$ cat config.mk
export PLATFORM = sky130hd
export DESIGN_NAME = reg_dump_unit
export DESIGN_NICKNAME = d
export VERILOG_FILES = /design/src/rtl/reg_dump_unit.sv
export SDC_FILE = /design/constraint.sdc
export NUM_CORES = 1
export LEC_CHECK = 0
export CELL_PAD_IN_SITES_DETAIL_PLACEMENT = 1
export CELL_PAD_IN_SITES_GLOBAL_PLACEMENT = 2
export CORE_ASPECT_RATIO = 0.8
export CORE_MARGIN = 4
export CORE_UTILIZATION = 24
export DETAILED_ROUTE_END_ITERATION = 8
export GPL_TIMING_DRIVEN = 0
export PLACE_DENSITY = 0.88
export SLEW_MARGIN = 20
export SYNTH_ARGS = -nofsm -noshare
export SYNTH_HDL_FRONTEND = slang
export SYNTH_SLANG_ARGS = --single-unit
$ cat constraint.sdc
create_clock -name clk -period 4.65 [get_ports clk]
set_input_delay 1.1625 -clock clk [delete_from_list [all_inputs] [get_ports clk]]
set_output_delay 1.1625 -clock clk [all_outputs]
set_load 0.03 [all_outputs]
$ cat src/rtl/reg_dump_unit.sv
// reg_dump_unit: streams a contiguous window of a register file out over a
// valid/ready port. It reads one register through the test port, presents
// it, then moves to the next address. Addresses wrap modulo 2**ADDR_W.
//
// Handshake: a word transfers on a rising edge where dumpValid and dumpReady
// are both 1. While dumpValid is high and dumpReady is low, dumpData,
// dumpAddr and dumpLast are held unchanged. dumpValid never drops without a
// transfer, except on reset.
//
// Optional feature: define DUMP_CHECKSUM_EN to append one checksum word.
// That word carries the XOR of every register word sent, has dumpAddr=0,
// and is the only word of the dump with dumpLast set.
module reg_dump_unit #(
  parameter int DATA_W = 32,
  parameter int ADDR_W = 5
) (
  input  logic              clk,
  input  logic              rst,
  input  logic              start,
  input  logic [ADDR_W-1:0] startAddr,
  input  logic [ADDR_W:0]   count,
  output logic [ADDR_W-1:0] addressTest,
  input  logic [DATA_W-1:0] outputTest,
  output logic              dumpValid,
  input  logic              dumpReady,
  output logic [DATA_W-1:0] dumpData,
  output logic [ADDR_W-1:0] dumpAddr,
  output logic              dumpLast,
  output logic              busy,
  output logic              done,
  output logic [2:0]        dbgState
);

  typedef enum logic [2:0] {
    IDLE = 3'd0,
    READ = 3'd1,
    SEND = 3'd2,
`ifdef DUMP_CHECKSUM_EN
    SUM  = 3'd3,
`endif
    DONE = 3'd4
  } state_t;

  // A count of 0 selects the whole register file.
  localparam logic [ADDR_W:0]   FULL_COUNT = {1'b1, {ADDR_W{1'b0}}};
  localparam logic [ADDR_W:0]   ONE_LEFT   = {{ADDR_W{1'b0}}, 1'b1};
  localparam logic [ADDR_W-1:0] ADDR_ONE   = {{(ADDR_W-1){1'b0}}, 1'b1};

  state_t            state;
  state_t            nextState;
  logic [ADDR_W-1:0] ptr;
  logic [ADDR_W:0]   remaining;
  logic              handshake;
  logic              lastWord;
`ifdef DUMP_CHECKSUM_EN
  logic [DATA_W-1:0] xorAcc;
`endif

  assign handshake = dumpValid && dumpReady;
  assign lastWord  = (remaining == ONE_LEFT);

  // State register.
  always_ff @(posedge clk) begin
    if (rst) state <= IDLE;
    else     state <= nextState;
  end

  // Next-state logic.
  always_comb begin
    nextState = state;
    case (state)
      IDLE: if (start) nextState = READ;
      READ: nextState = SEND;
      SEND: begin
        if (handshake) begin
          if (!lastWord) nextState = READ;
`ifdef DUMP_CHECKSUM_EN
          else           nextState = SUM;
`else
          else           nextState = DONE;
`endif
        end
      end
`ifdef DUMP_CHECKSUM_EN
      SUM:  if (handshake) nextState = DONE;
`endif
      DONE: nextState = IDLE;
      default: nextState = IDLE;
    endcase
  end

  // Status outputs, decoded from the state alone.
  always_comb begin
    dumpValid = (state == SEND);
`ifdef DUMP_CHECKSUM_EN
    if (state == SUM) dumpValid = 1'b1;
`endif
    busy     = (state != IDLE);
    done     = (state == DONE);
    dbgState = state;
  end

  // Datapath: address pointer, word counter, output word and checksum.
  // addressTest is loaded one cycle early, so it equals ptr throughout READ
  // and keeps its value in every other state.
  always_ff @(posedge clk) begin
    if (rst) begin
      ptr         <= '0;
      remaining   <= '0;
      addressTest <= '0;
      dumpData    <= '0;
      dumpAddr    <= '0;
      dumpLast    <= 1'b0;
`ifdef DUMP_CHECKSUM_EN
      xorAcc      <= '0;
`endif
    end else begin
      case (state)
        IDLE: begin
          if (start) begin
            ptr         <= startAddr;
            addressTest <= startAddr;
            remaining   <= (count == '0) ? FULL_COUNT : count;
`ifdef DUMP_CHECKSUM_EN
            xorAcc      <= '0;
`endif
          end
        end
        READ: begin
          dumpData <= outputTest;
          dumpAddr <= ptr;
`ifdef DUMP_CHECKSUM_EN
          dumpLast <= 1'b0;
`else
          dumpLast <= lastWord;
`endif
        end
        SEND: begin
          if (handshake) begin
`ifdef DUMP_CHECKSUM_EN
            xorAcc <= xorAcc ^ dumpData;
`endif
            if (!lastWord) begin
              remaining   <= remaining - ONE_LEFT;
              ptr         <= ptr + ADDR_ONE;
              addressTest <= ptr + ADDR_ONE;
            end
`ifdef DUMP_CHECKSUM_EN
            else begin
              // Build the checksum word in place of the final register word.
              dumpData <= xorAcc ^ dumpData;
              dumpAddr <= '0;
              dumpLast <= 1'b1;
            end
`endif
          end
        end
        default: ;
      endcase
    end
  end

endmodule
# Word-level counts from Yosys, hierarchy flattened
# Cells that the tools add are included.
[totals]
inputBits = 47
out_inout_bits = 49
register_bits = 52
word_cells = 35
[classes]
n_addsub = 2
eq_ne = 7
mux = 13
n_reduce_logical = 7
[op_table]
columns = ["cell", "count"]
rows = [
  ["$mux 6", 4],
  ["$mux 5", 3],
  ["$pmux 6 s2", 1],
  ["$pmux 5 s2", 1],
  ["$mux 3", 3],
  ["$pmux 3 s3", 1],
  ["$eq 6x1->1 const B", 1],
  ["$logic_not 6->1", 1],
  ["$sub 6x1->6 const B", 1],
  ["$add 5x1->5 const B", 1],
  ["$ne 2x2->1 const B", 2],
  ["$reduce_and 4->1", 1],
  ["$eq 3x1->1 const B", 1],
  ["$eq 3x2->1 const B", 1],
  ["$eq 3x3->1 const B", 1],
  ["$logic_not 3->1", 1],
  ["$reduce_bool 3->1", 1],
  ["$ne 2x1->1 const B", 1],
  ["$reduce_and 2->1", 1],
  ["$reduce_bool 2->1", 1],
  ["$logic_and 1x1->1", 1],
]

# Logic depth before layout (Yosys ltp)
[logic_depth]
word_depth = 4
mapped_depth = 7
depth_no_buf = 6

# Least setup slack after synthesis
# Ideal clock, no wire load.
[synth_timing]
kind = "flip-flop to output port"
from = "register state[2] (netlist: dbgState[2])"
to = "output port done"
setup_slack_ps = 2156
path_buffers = 0
stages_incl_launch_ff = 2
required_ps = 3488
arrival_ps = 1331
cell_sequence = "dfxtp_1 nor3b_1"
[synth_between]
elab_chain_len = 1
[synth_lines]
columns = ["element", "line", "rtl"]
rows = [
  ["start, declared", "49", "state_t state;"],
  ["start signal, assigned", "65", "else state <= nextState;"],
  ["$eq 3x3->1", "99", "done = (state == DONE);"],
  ["end, declared", "30", "output logic done,"],
]
# No other way between the ends.

# Worst setup path after layout
[layout_timing]
from = "register state[1] (netlist: dbgState[1])"
to = "output port dumpValid"
[layout_between]
elab_chain_len = 1
[layout_lines]
columns = ["element", "line", "rtl"]
rows = [
  ["$eq 3x2->1", "94", "dumpValid = (state == SEND);"],
  ["end, declared", "24", "output logic dumpValid,"],
]
# No other way between the ends.

==> flow_metrics.tcl <==
set metrics [dict create \
    status "finished clean" \
    slew_headroom 0.641 \
    root_buffer "clkbuf_8" \
    cts_setup_buffers 0 \
    yosys_warnings 0 \
    p_per_area_nw_per_um2 303 \
    routed_wl_mm 7.31 \
    whs_ps 459 \
    grt-ovfl-total 0 \
    peakVddDrop_mv 0.184 \
    period_minus_slack_ps 3180 \
    drt-initial-drc-count 99 \
    synthesis.nets 324 \
    cts_made_buffers 5 \
    startpoint_type "flop" \
    core-area_um2 8600 \
    die_h_um 92.6 \
    setup_viol 0 \
    ys_seq_area_frac 0.485 \
    fmax_mhz 314 \
    ant_nets 0 \
    rsz0062_at_grt "no" \
    n_antenna_cell 0 \
    first_global_vias 2264 \
    fp-row-count 30 \
    track_usage 0.136 \
    numPortBuffers 94 \
    area_growth_pct 54.4 \
    finalMaxSlewViolations 0 \
    synth_area_leaders "dfxtp_1, nand2_1, a21oi_1" \
    worst_slew_pin_slew_ps 539 \
    pin_count 96 \
    synth_area_um2 2150 \
    place_hpwl_mm 5.51 \
    grt_pass1_wl_mm 11.7 \
    end_kind "primary output" \
    antenna_found_initial 0 \
    grt_max_degree 17 \
    nNetsFinal 425 \
    post_cts_resized 0 \
    synth_top_area_frac 0.485 \
    initial_utilization 0.250 \
    routedWlPerCell_um 15.0 \
    synthDistinctLibCells 37 \
    synth_edf_count 0 \
    postCtsHoldBufs 0 \
    drc 0 \
    synthFlopType "dfxtp_1" \
    synthMostInstantiatedCell "nand2_1" \
    cp.required_ps 3490 \
    timing.setup.tns_ps 0 \
    cts_tree "done" \
    dieArea_um2 10500 \
    drive_gt1_frac 0.0505 \
    arrival_ps 2020 \
    syn_avg_cell_area_um2 7.84 \
    htreeDepth 2 \
    synth_async_sr_flop_share 0 \
    hold_class "flop to flop" \
    clkLatencyLatePin_ps 300 \
    gp_congestion 0.803 \
    clk_pin_slew_worst_paths_ps 90 \
    yosysTopAreaCell "dfxtp_1" \
    hold_viol_final 0 \
    viasPerCell 4.56 \
    synthCells 274 \
    maxCapViolations 0 \
    num_vias 2227 \
    setup.worst_path.class "flop to primary output" \
    synth_common_cells "nand2_1, dfxtp_1, a21oi_1" \
    crit_fanout 9 \
    dr.pass1.iters 4 \
    synth-seq-cells 52 \
    skew_ps 16.6 \
    p_leak_uw 0.00115 \
    die_w_um 114 \
    clk_path_buf_depth 2 \
    clock-sinks 52 \
    fin_crit_sh 0.685 \
]
worst paths after layout:
path,startpoint,endpoint,slack [ps],depth (start not counted)
max,dbgState[1],dumpValid,1470,3
min,dumpData[17],dumpData[17],460,2
max reg2reg,dbgState[2],dumpData[20],2730,6
min reg2reg,dumpData[17],dumpData[17],460,2
logic make-up (layout without fill, tap and decap cells):
group / count (synthesis) / count (layout) / share of synthesized area
AND/OR/NAND/NOR: 123 / 123 / 0.248
buffers and inverters: 23 / 125 / 0.0454
flip-flops: 52 / 52 / 0.485
adder cells (fa/ha/maj): 3 / 3 / 0.0175
AO/OA/AOI/OAI: 73 / 73 / 0.205
critical path, cell delays in order (launching register included):
cell,delay (ps)
dfxtp_1,470
or3b_4,440
clkinv_2,140
clkdlybuf4s50_1,690
per-layer routing:
layer | vias up | wire length (µm) | GRT usage | share of wire
li1 | 1134 | - | - | -
met1 | 1032 | 3500 | 0.181 | 0.48
met2 | 59 | 3220 | 0.213 | 0.44
met3 | 2 | 565 | 0.0562 | 0.077
met4 | 0 | 19 | 0.0198 | 0.0026
met5 | - | 0 | 0 | 0
flip-flops by register name (all words and copies together) (netlist names):
name       count
dbgState       3
dumpLast       1
remaining      6
dumpData      32
ptr            5
dumpAddr       5
final cells by class:
class | instances | area [µm²]
Sequential cell | 52 | 1040
Multi-Input combinational cell | 199 | 1010
Inverter | 6 | 23.8
Buffer | 17 | 73.8
Fill cell | 1069 | 5280
Clock inverter | 3 | 18.8
Tap cell | 112 | 140
Clock buffer | 5 | 68.8
Timing Repair Buffer | 94 | 941
power breakdown:
part           internal, µW  total (µW)  switching (µW)
logic                   114         255             142
registers               473         496            22.8
clock network           105         254             148
total                   692        1000             313
cells in the final DEF, fill, tap and decap left out, types with 4 or more instances in the layout:
cell type        synthesis  routed
a21oi_1                 50      50
clkbuf_1                12      12
clkbuf_8                 0       5
clkdlybuf4s50_1          0      94
dfxtp_1                 52      52
inv_1                    5       5
nand2_1                 89      89
nand3_1                  4       4
nor2_1                  10      10
nor3_1                   6       6
o32ai_1                  4       4
per-stage QoR:
step | cell area, µm² | power [µW] | instances | utilization | setup slack [ps]
finish | 3320 | 1000 | 488 | 0.386 | 1470
floorplan | 2150 | 642 | 274 | - | 2160
global route | 3320 | 1070 | 488 | 0.386 | 1360
global placement | 3230 | 759 | 480 | 0.376 | 1770
CTS | 3320 | 1030 | 488 | 0.386 | 1430
detailed placement | 3230 | 764 | 480 | 0.376 | 1770
No activity file was read; power rests on OpenSTA's default activity.
